===== src/rtl/pconv_c6_seq.sv =====
// Sequencer for the 6-channel pointwise convolution array: streams the feature map
// into the array and writes every 32-channel result to the output buffer.
module pconv_c6_seq #(
  parameter int N              = 16,
  parameter int INPUT_SIZE     = 6,
  parameter int OUTPUT_CHANNEL = 32,
  parameter int ADDR_W         = 6,
  parameter int ISSUE_GAP      = 1,
  parameter int TIMEOUT        = 255
) (
  input  logic                        clk,
  input  logic                        rst_n,
  input  logic                        start,
  output logic                        busy,
  output logic                        done,
  output logic                        err,
  output logic                        fm_rd_en,
  output logic [ADDR_W-1:0]           fm_rd_addr,
  input  logic [6*N-1:0]              fm_rd_data,
  output logic                        pc_input_vld,
  output logic [6*N-1:0]              pc_input_din,
  input  logic                        pc_dout_vld,
  input  logic [OUTPUT_CHANNEL*N-1:0] pc_dout,
  output logic                        ob_wr_en,
  output logic [ADDR_W-1:0]           ob_wr_addr,
  output logic [OUTPUT_CHANNEL*N-1:0] ob_wr_data
);

  localparam int P     = INPUT_SIZE * INPUT_SIZE;
  localparam int CW    = ADDR_W + 1;
  localparam int GAP_W = (ISSUE_GAP > 1) ? $clog2(ISSUE_GAP) : 1;
  localparam int TO_W  = $clog2(TIMEOUT + 1);

  localparam logic [CW-1:0]    P_CNT      = CW'(P);
  localparam logic [CW-1:0]    P_LAST     = CW'(P - 1);
  localparam logic [GAP_W-1:0] GAP_RELOAD = GAP_W'(ISSUE_GAP - 1);
  localparam logic [TO_W-1:0]  TO_LAST    = TO_W'(TIMEOUT - 1);

  typedef enum logic [1:0] {IDLE, ISSUE, DRAIN, FIN} state_t;

  state_t           state, state_nxt;
  logic [CW-1:0]    rd_cnt, rd_cnt_nxt;
  logic [CW-1:0]    wr_cnt, wr_cnt_nxt;
  logic [GAP_W-1:0] gap_cnt, gap_cnt_nxt;
  logic [TO_W-1:0]  to_cnt, to_cnt_nxt;
  logic             err_nxt;
  logic             active;
  logic             rd_fire;
  logic             wr_fire;
  logic             unexpected;
  logic             vld_p1;

  // Stage p0: read issue and result capture decided combinationally from state
  assign active     = (state == ISSUE) || (state == DRAIN);
  assign rd_fire    = (state == ISSUE) && (gap_cnt == '0);
  assign wr_fire    = pc_dout_vld && active && (wr_cnt != P_CNT);
  assign unexpected = pc_dout_vld && !wr_fire;

  assign busy         = active;
  assign done         = (state == FIN);
  assign fm_rd_en     = rd_fire;
  assign fm_rd_addr   = rd_cnt[ADDR_W-1:0];
  assign pc_input_vld = vld_p1;
  assign pc_input_din = fm_rd_data;
  assign ob_wr_en     = wr_fire;
  assign ob_wr_addr   = wr_cnt[ADDR_W-1:0];
  assign ob_wr_data   = pc_dout;

  always_comb begin
    state_nxt   = state;
    rd_cnt_nxt  = rd_cnt;
    wr_cnt_nxt  = wr_fire ? wr_cnt + 1'b1 : wr_cnt;
    gap_cnt_nxt = gap_cnt;
    to_cnt_nxt  = to_cnt;
    err_nxt     = err | unexpected;
    case (state)
      IDLE: begin
        if (start) begin
          state_nxt   = ISSUE;
          err_nxt     = unexpected;
          rd_cnt_nxt  = '0;
          wr_cnt_nxt  = '0;
          gap_cnt_nxt = '0;
          to_cnt_nxt  = '0;
        end
      end
      ISSUE: begin
        if (rd_fire) begin
          rd_cnt_nxt  = rd_cnt + 1'b1;
          gap_cnt_nxt = GAP_RELOAD;
          if (rd_cnt == P_LAST) state_nxt = DRAIN;
        end else begin
          gap_cnt_nxt = gap_cnt - 1'b1;
        end
      end
      DRAIN: begin
        if (wr_cnt_nxt == P_CNT) begin
          state_nxt = FIN;
        end else if (pc_dout_vld) begin
          to_cnt_nxt = '0;
        end else if (to_cnt == TO_LAST) begin
          // Array went silent for TIMEOUT cycles: abandon the run without done
          err_nxt   = 1'b1;
          state_nxt = IDLE;
        end else begin
          to_cnt_nxt = to_cnt + 1'b1;
        end
      end
      FIN:     state_nxt = IDLE;
      default: state_nxt = IDLE;
    endcase
  end

  // Stage p1: registered control state and the input-valid delay
  always_ff @(posedge clk) begin
    if (!rst_n) begin
      state   <= IDLE;
      rd_cnt  <= '0;
      wr_cnt  <= '0;
      gap_cnt <= '0;
      to_cnt  <= '0;
      err     <= 1'b0;
      vld_p1  <= 1'b0;
    end else begin
      state   <= state_nxt;
      rd_cnt  <= rd_cnt_nxt;
      wr_cnt  <= wr_cnt_nxt;
      gap_cnt <= gap_cnt_nxt;
      to_cnt  <= to_cnt_nxt;
      err     <= err_nxt;
      vld_p1  <= rd_fire;
    end
  end

endmodule


===== config.mk =====
export PLATFORM = sky130hd
export DESIGN_NAME = pconv_c6_seq
export DESIGN_NICKNAME = d
export VERILOG_FILES = /design/src/rtl/pconv_c6_seq.sv
export SDC_FILE = /design/constraint.sdc
export NUM_CORES = 1
export LEC_CHECK = 0
export ABC_AREA = 1
export BUFFER_PORTS_ARGS = -buffer_cell sky130_fd_sc_hd__buf_2
export CAP_MARGIN = 40
export CORE_AREA = 4 4 475 477
export CTS_CLUSTER_SIZE = 30
export DETAILED_ROUTE_END_ITERATION = 8
export DIE_AREA = 0 0 479 481
export PLACE_DENSITY_LB_ADDON = 0.3
export SETUP_SLACK_MARGIN = 0.3
export SLEW_MARGIN = 10
export SYNTH_ARGS = -nofsm -noshare
export SYNTH_HDL_FRONTEND = slang
export SYNTH_SLANG_ARGS = --single-unit

===== constraint.sdc =====
create_clock -name clk -period 1.6 [get_ports clk]
set_input_delay 0.08 -clock clk [delete_from_list [all_inputs] [get_ports clk]]
set_output_delay 0.08 -clock clk [all_outputs]
set_load 0.005 [all_outputs]

==> results.cfg, run 1 <==
[critical_path]
cp_cell_sequence = inv_2, ha_4, nand2_4, inv_8, buf_6, nand4_1, nand2_2, nand2_2, nor2_4, nand3_4, buf_12, nand3_2, a21oi_1
crit_top_cell = nand2_2
crit_arrival_ps = 2040
crit_buf_inv = 4
slowest_stage = dfxtp_2
crit_type = reg2reg
endpoint_kind = flop
cp-startpoint = state[1]
reg2reg_from = state[1]
critPathMaxFanout = 6
critPathRequiredTime_ps = 1770
crit_path_start_kind = flop
crit_family = simple AND/OR/NAND/NOR gates
max_stage_delay_ps = 340

[status]
violations = negative setup slack
outcome = finished, violations left

[synth]
yosys.area_share.adder_pct = 1.79
ys_ff_latch = 27
synth_top_family_by_area = buffers and inverters
netlist_area_mm2 = 0.00629
yosys_warnings = 0
syn_area_per_cell_um2 = 7.38
netlist_instances = 852
ys_types = 30
synth.top_cell.area_share_pct = 74.0
synth_xor_xnor_area_share_pct = 1.11
syn_nets = 1473
synth_compound_area_share_pct = 2.33
synthSimpleGateAreaFrac_pct = 10.0
ys_seq_area_share_pct = 8.60
synth_top_cells_by_area = buf_4 74%, dfxtp_1 8.6%, nand2_1 2.9%
synth_top_cell_by_area = buf_4
synth_mux_area_share_pct = 0

[floorplanning]
die_w_um = 479
die_area_mm2 = 0.230
die_height_um = 481
start_util_pct = 2.84
rows = 173
ioPinCount = 1238
core_area_mm2 = 0.221

[power]
power.density_mw_per_mm2 = 591
ir_drop_mv = 0.437
p_leak_nw = 1.22

[placement]
port_buffers = 21
dpl.hpwl_um = 138000
place.gp.congestion = 0.792
dp_slack_ps = -342

[sta]
whs_ps = 90.1
setup_viol = 17
setup_ws_ps = -273
tns_ps = -3130
grt_setup_unrepaired = true
skew_ps = 12.7
worst_slew_pin_slew_ps = 337
fin_crit_ps = 1870
clock.fmax_ghz = 0.534
timing.slew.headroom_pct = 77.4
finalMaxSlewViolations = 0
finalCritPeriodShare_pct = 117
report.final.hold_viol_count = 0

[layout]
fin_nets = 947
drive_gt1_share_pct = 56.0
syn2layout_area_growth_pct = 2.89
n_antenna_cell = 0

[drt]
drc_errors = 0
post_drt_wl_per_cell_um = 43.1
drt_pre_antenna_iters = 4
drt.antenna.violating_nets = 0
postRouteWirelength_um = 142000
drtIter0Drc = 161
vias = 3374
routed_via_density = 1.02

[clock_tree]
cts_sinks = 27
htree_levels = 1
cts-root-buf = clkbuf_16
clk_latency_ps = 280
cts_tree = done
clk_path_buf_depth = 2
cts_buffers = 3
clk_pin_slew_ps = 90

[global_route]
grtUsageMet3_pct = 26.2
grt_use_met1_pct = 1.63
grtUsageMet2_pct = 18.0
antenna_found_initial = 3
first_global_vias = 3224
grt_usage_pct = 11.7
grt_busiest_layer = met3
grt_max_degree = 17
grt-ovfl-total = 0
grt_pass1_wl_um = 149000

[min_path]
min_from = rst_n
hold_path_class = in2reg

[job]
cap_violations = 0
## cell usage after synthesis (all sizes together)
master,number
buf,620
dfxtp,27
o41ai,1
nor3,11
inv,34
nand2,54
a211oi,1
nand4,5
nor2,23
a21oi,15
o21ai,8
xnor2,3
and3,1
a31oi,1
clkbuf,2
xor2,5
nand3,24
ha,9
or2,1
and2,1
o221ai,1
nor3b,4
nand3b,1
## flip-flops by register name, summed over array words and instances (netlist names)
name and count:
to_cnt 8, rd_cnt 7, wr_cnt 7, state 2
err 1, gap_cnt 1, pc_input_vld 1
## worst reg2reg max path, delay by kind of cell (launching register included)
kind	cells	cell delay (ps)
DFF	1	340
AOI/OAI and AO/OA	1	60
and+or+nand+nor	7	650
adders and majority gates	1	270
buffers and inverters	4	420
## layer usage
metal	vias up	wire, um
li1	951	-
met1	1068	7260
met2	1088	61600
met3	257	67200
met4	10	5310
met5	-	782
## cell type report
cell class | count | area (um^2)
fillers | 26383 | 215000
well taps | 2975 | 3720
multi-input cells | 170 | 1260
repair buffers | 90 | 712
flip-flops and latches | 27 | 546
inverters | 34 | 143
clock buffers | 3 | 75.1
clock inverters | 1 | 7.51
## stage by stage
stage / std cells / util, % / instance area [um^2] / power [W]
floorplan: 852 / - / 6330 / 0.00296
global placement: 3272 / 2.64 / 5840 / 0.00258
detailed placement: 3272 / 2.64 / 5840 / 0.00256
CTS: 3291 / 2.80 / 6200 / 0.00355
global route: 3300 / 2.92 / 6470 / 0.00408
finish: 3300 / 2.92 / 6470 / 0.00383
## path summary, 6_finish.rpt
| path | endpoint | slack (ps) | cells after the start |
|---|---|---|---|
| max | to_cnt[3] | -270 | 13 |
| min | state[0] | 90 | 3 |
| max reg2reg | to_cnt[3] | -270 | 13 |
| min reg2reg | to_cnt[4] | 500 | 2 |
## cells in the final DEF (no fill, tap or decap), types with 2 or more instances in the layout
master	count
clkbuf_16	3
inv_1	19
nor3_1	9
a21oi_1	6
ha_4	3
nand3_1	11
o21ai_0	4
dfxtp_1	23
nand3_2	10
nor3b_2	3
nand3_4	4
nor2_1	14
buf_6	19
inv_4	3
nand2_2	21
o21ai_1	2
ha_1	5
nand2_1	28
nand4_1	5
inv_2	11
xnor2_1	3
a21oi_2	8
buf_4	51
nand2_4	4
xor2_1	5
dfxtp_2	4
nor2_4	6
buf_2	19
nor2_2	3
## cell families after synthesis
group / after synthesis
buf+inv: 656
fa+ha+maj: 9
compound gates: 27
xor+xnor: 8
simple gates: 125
flops: 27
## timing repair
| action | CTS | global route |
|---|---|---|
| endpoints found under the setup margin | 28 | 27 |
| cloned | 1 | 0 |
| setup buffers | 14 | 9 |
| gates resized for setup | 45 | 55 |
| pin swaps | 15 | 28 |
| hold buffers | 0 | 0 |
## power breakdown
part	internal, W	switching (W)
Combinational	0.00111	0.00126
Clock	0.000343	0.000303
Sequential	0.000751	0.0000572
No activity file was read; power rests on OpenSTA's default activity.
==> inputs of run 2 (changes only) <==
- GPL_TIMING_DRIVEN: unset -> 0
==> run 2 against run 1 <==
Net effect: the run still ends with negative setup slack left; final cell count rose by 38%; register-to-register slack worse by 40 ps; core utilization grew 3.4 points; fmax decreased by 2.2%; global-route usage about the same; flip-flop and latch count did not move; non-clock buffer count rose by 1187; clock skew shrank 8.4 ps; total power rose by 71%; clock power fell by 5.0%.
==> results.cfg, run 2 (synthesis gave the netlist of run 1 again) <==
[sta]
finalMaxSlewViolations = 0
report.final.hold_viol_count = 0
setup_viol = 15
finalCritPeriodShare_pct = 120
skew_ps = 4.30
fin_crit_ps = 1910
clock.fmax_ghz = 0.522
tns_ps = -3270
grt_setup_unrepaired = true
worst_slew_pin_slew_ps = 692
whs_ps = 102
timing.slew.headroom_pct = 53.9
setup_ws_ps = -315

[power]
intPower_w = 0.00359
clkPwrFrac_pct = 9.4
p_leak_nw = 6.38
comb_power_share_pct = 78.0
power.density_mw_per_mm2 = 468
ir_drop_mv = 0.387
seq_power_share_pct = 12.6
swShare_pct = 45.2
p_switching_w = 0.00296

[floorplanning]
die_area_mm2 = 0.230
die_height_um = 481
start_util_pct = 2.84
ioPinCount = 1238
core_area_mm2 = 0.221
rows = 173
die_w_um = 479

[layout]
fin_nets = 2136
largest_reg_flops = 8
seq_area_um2 = 549
syn2layout_area_growth_pct = 122
multi_input_area_mm2 = 0.00125
largestRegisters = to_cnt: 8 flops, rd_cnt: 7 flops, wr_cnt: 7 flops
fillers = 26229
drive_gt1_share_pct = 89.6
layout_common_cells = 638 x buf_4, 628 x buf_2, 33 x nand2_1, 22 x dfxtp_1, 20 x inv_1
regMostFlops = to_cnt
final_common_cell = buf_4

[drt]
drtIter0Drc = 338
wl_met2_um = 65400
wl_met1_um = 42900
vias = 8698
postRouteWirelength_um = 144000
routed_via_density = 1.91
drc_errors = 0
wl_met3_um = 32100
highest_layer = met5
drt.antenna.violating_nets = 0
drt_pre_antenna_iters = 4
post_drt_wl_per_cell_um = 31.5

[global_route]
first_global_vias = 8096
grt_pass1_wl_um = 158000
grt-ovfl-total = 0
grt_usage_pct = 11.7
grt_max_degree = 16
antenna_found_initial = 304

[placement]
place.gp.congestion = 0.880
dp_slack_ps = -475
dpl.hpwl_um = 140000
port_buffers = 629

[critical_path]
crit_path_start_kind = flop
critPathRequiredTime_ps = 1770
crit_arrival_ps = 2080
critPathMaxFanout = 6
r2r_cells = 15
reg2reg_from = state[0]
endpoint_kind = flop
r2r-end = state[0]
r2r_slack_ps = -310
crit_type = reg2reg

[min_path]
whs_path_depth = 3
min_from = rst_n
holdPathEnd = state[1]
hold_path_class = in2reg

[clock_tree]
htree_levels = 1
cts-root-buf = clkbuf_16
clk_latency_ps = 270
ctsHoldBuffers = 0
cts_buffers = 3
clk_path_buf_depth = 2
cts_sinks = 27
cts_tree = done
clk_pin_slew_ps = 80

[status]
violations = negative setup slack
outcome = finished, violations left

[job]
cap_violations = 0
## run 2: metal layers
metal | GRT usage, % | vias to the layer above
li1 | - | 3435
met1 | 10.4 | 3630
met2 | 19.3 | 1072
met3 | 12.0 | 339
met4 | 1.08 | 222
met5 | 0 | -
## run 2: area by class of cell
type	count	share of cell area, %
clock buffer	3	0.537
sequential	27	3.93
buffer	622	33.4
timing repair inverter	1	0.0448
tap	2975	26.6
multi-input combinational	171	8.92
timing repair buffer	655	24.2
clock inverter	1	0.0358
inverter	34	1.04
antenna	71	1.27
## run 2: critical path: stages (launching register included)
cell	delay, ps
dfxtp_2	360
inv_4	40
ha_4	310
nand2_8	80
clkinv_8	70
nand2_8	60
nand2_2	60
nand2_2	60
inv_2	60
nand2_2	50
nor2_4	180
nand2_2	100
nand2_2	110
nand2_4	80
nor3_4	130
nor2_2	60
## run 2: how the worst max path moves through the flow
stage                   start  depth (start not counted)  slack, ps   endpoint
detailed placement  wr_cnt[1]                         16       -470   state[1]
floorplan            state[0]                         15       -140   state[1]
global route         state[0]                         14       -420  to_cnt[5]
global placement    wr_cnt[1]                         16       -450   state[1]
CTS                  state[0]                         14       -300   state[0]
finish               state[0]                         15       -310   state[0]
## run 2: what timing repair did
action / in CTS / in global routing
endpoints found under the setup margin: 24 / 29
gates cloned: 3 / 0
pin swaps: 17 / 14
resized for setup: 42 / 35
setup buffers: 21 / 5
## run 2: per-stage QoR
step / area, um^2 / util (%) / cells / power, W
after global placement: 13200 / 5.96 / 4456 / 0.00512
after detailed placement: 13200 / 5.96 / 4456 / 0.00516
after global routing: 13800 / 6.25 / 4501 / 0.00695
after CTS: 13600 / 6.15 / 4484 / 0.00648
final: 14000 / 6.31 / 4560 / 0.00655
after floorplan: 6330 / - / 852 / 0.00296
## run 2: power groups by stage
stage / sequential [W] / clock [W] / combinational [W]
floorplan: 0.000824 / 0 / 0.00214
global placement: 0.000843 / 0 / 0.00428
detailed placement: 0.000846 / 0 / 0.00431
CTS: 0.000824 / 0.000627 / 0.00503
global route: 0.000839 / 0.000646 / 0.00546
finish: 0.000827 / 0.000614 / 0.00510
==> inputs of run 3 (changes only) <==
- CELL_PAD_IN_SITES_DETAIL_PLACEMENT: unset -> 1
- CELL_PAD_IN_SITES_GLOBAL_PLACEMENT: unset -> 2
- CORE_AREA: 4 4 475 477 -> 4 4 486 488
- DIE_AREA: 0 0 479 481 -> 0 0 490 492
==> run 3 against run 2 <==
Net effect: the run still ends with negative setup slack left; first-iteration DRC count shrank 9.8%; largest cell class unchanged; routed wire length shrank 29%; critical endpoint is now wr_cnt[1]; clock skew is essentially flat; non-clock buffer count grew 10; highest routed layer unchanged; core utilization shrank 0.20 points; setup slack lost 140 ps.
==> results.cfg, run 3 (synthesis gave the netlist of run 1 again) <==
[status]
outcome = finished, violations left
violations = negative setup slack

[sta]
grt_setup_unrepaired = true
setup_ws_ps = -458
tns_ps = -5210
fin_crit_ps = 2060
finalCritPeriodShare_pct = 129
skew_ps = 4.42
setup_viol = 17
worst_slew_pin_slew_ps = 786
clock.fmax_ghz = 0.486
report.final.hold_viol_count = 0
finalMaxSlewViolations = 0
timing.slew.headroom_pct = 47.6

[critical_path]
cp_cell_sequence = inv_4, ha_4, nand2_8, clkinv_8, buf_12, nand3b_1, nand2_2, buf_4, buf_6, buf_6, buf_6, buf_4, buf_6, buf_6, nor2_4
max_stage_delay_ps = 360
endpoint_kind = flop
critPathMaxFanout = 5
r2r_cells = 15
crit_path_start_kind = flop
slowest_stage = dfxtp_2
crit_top_cell = buf_6
critPathRequiredTime_ps = 1840
crit_arrival_ps = 2300
crit_type = reg2reg

[layout]
fin_nets = 2146
layout.cells.non_filler = 4597
drive_gt1_share_pct = 90.8
final_common_cell = buf_4
syn2layout_area_growth_pct = 125
regMostFlops = to_cnt
stdcell_area_mm2 = 0.0142
fillers = 27992
largestRegisters = to_cnt: 8 flops, rd_cnt: 7 flops, wr_cnt: 7 flops
layout_common_cells = 639 x buf_4, 627 x buf_2, 28 x nand2_1, 22 x dfxtp_1, 20 x nand2_2
largest_reg_flops = 8

[drt]
highest_layer = met5
wl_met1_um = 34800
wl_met3_um = 18200
drt_pre_antenna_iters = 4
drtIter0Drc = 305
post_drt_wl_per_cell_um = 22.3
wl_met2_um = 46000
routed_via_density = 1.79
drt.antenna.violating_nets = 0
postRouteWirelength_um = 102000
vias = 8243
drc_errors = 0

[placement]
place.gp.congestion = 0.831
dp_slack_ps = -950
port_buffers = 629
dpl.cell_count = 4524
dpl.hpwl_um = 98600
placement.cell_area_mm2 = 0.0133

[clock_tree]
cts-root-buf = clkbuf_16
htree_levels = 1
clk_path_buf_depth = 2
clk_pin_slew_ps = 90
cts_sinks = 27
cts_buffers = 3
cts_tree = done
ctsHoldBuffers = 0
clk_latency_ps = 300

[global_route]
grt_usage_pct = 7.98
grt-ovfl-total = 0
grt_pass1_wl_um = 119000
first_global_vias = 8318
grt_max_degree = 17
antenna_found_initial = 183

[floorplanning]
die_height_um = 492
ioPinCount = 1238
die_area_mm2 = 0.241
core_area_mm2 = 0.232
start_util_pct = 2.71
die_w_um = 490
rows = 177

[power]
power.density_mw_per_mm2 = 485
ir_drop_mv = 0.371
finalPower_w = 0.00687
p_leak_nw = 6.46

[job]
cap_violations = 0

[min_path]
whs_path_depth = 3
hold_path_class = in2reg
-- run 3: layer usage --
layer	up-vias	track usage (%)
met5	-	0
met4	148	1.71
met3	215	6.39
met2	913	12.9
met1	3577	8.02
li1	3390	-
-- run 3: cell type report --
type	count	area (um^2)	share of cell area, %
buffer	622	4660	32.9
tap	3043	3810	26.9
timing repair buffer	665	3520	24.9
multi-input combinational	171	1300	9.17
sequential	27	554	3.91
inverter	34	160	1.13
clock buffer	3	75.1	0.530
antenna	30	75.1	0.530
clock inverter	1	7.51	0.0530
timing repair inverter	1	6.26	0.0442
-- run 3: worst max-delay path, delay by kind of cell, from the launching register on --
kind | cells | cell delay [ps]
adders and majority gates | 1 | 260
buffers and inverters | 10 | 1020
DFF | 1 | 360
and+or+nand+nor | 4 | 340
-- run 3: per-stage QoR --
stage	hold WS, ps	utilization (%)
floorplan	198	-
global placement	330	5.73
detailed placement	328	5.73
CTS	77.6	5.96
global route	120	6.09
finish	109	6.11
-- run 3: worst paths after layout --
path | from | to | slack [ps]
max reg2reg | state[1] | wr_cnt[1] | -460
min reg2reg | to_cnt[4] | to_cnt[4] | 510
max | state[1] | wr_cnt[1] | -460
min | rst_n | state[0] | 110
-- run 3: power by group --
part	switching [W]	internal, W
logic	0.00254	0.00278
clock network	0.000356	0.000345
registers	0.0000853	0.000761
-- run 3: what timing repair did --
item / CTS / global route
endpoints found under the setup margin: 29 / 30
pin swaps: 21 / 22
cloned: 3 / 0
buffers inserted: 29 / 7
gates resized for setup: 53 / 59
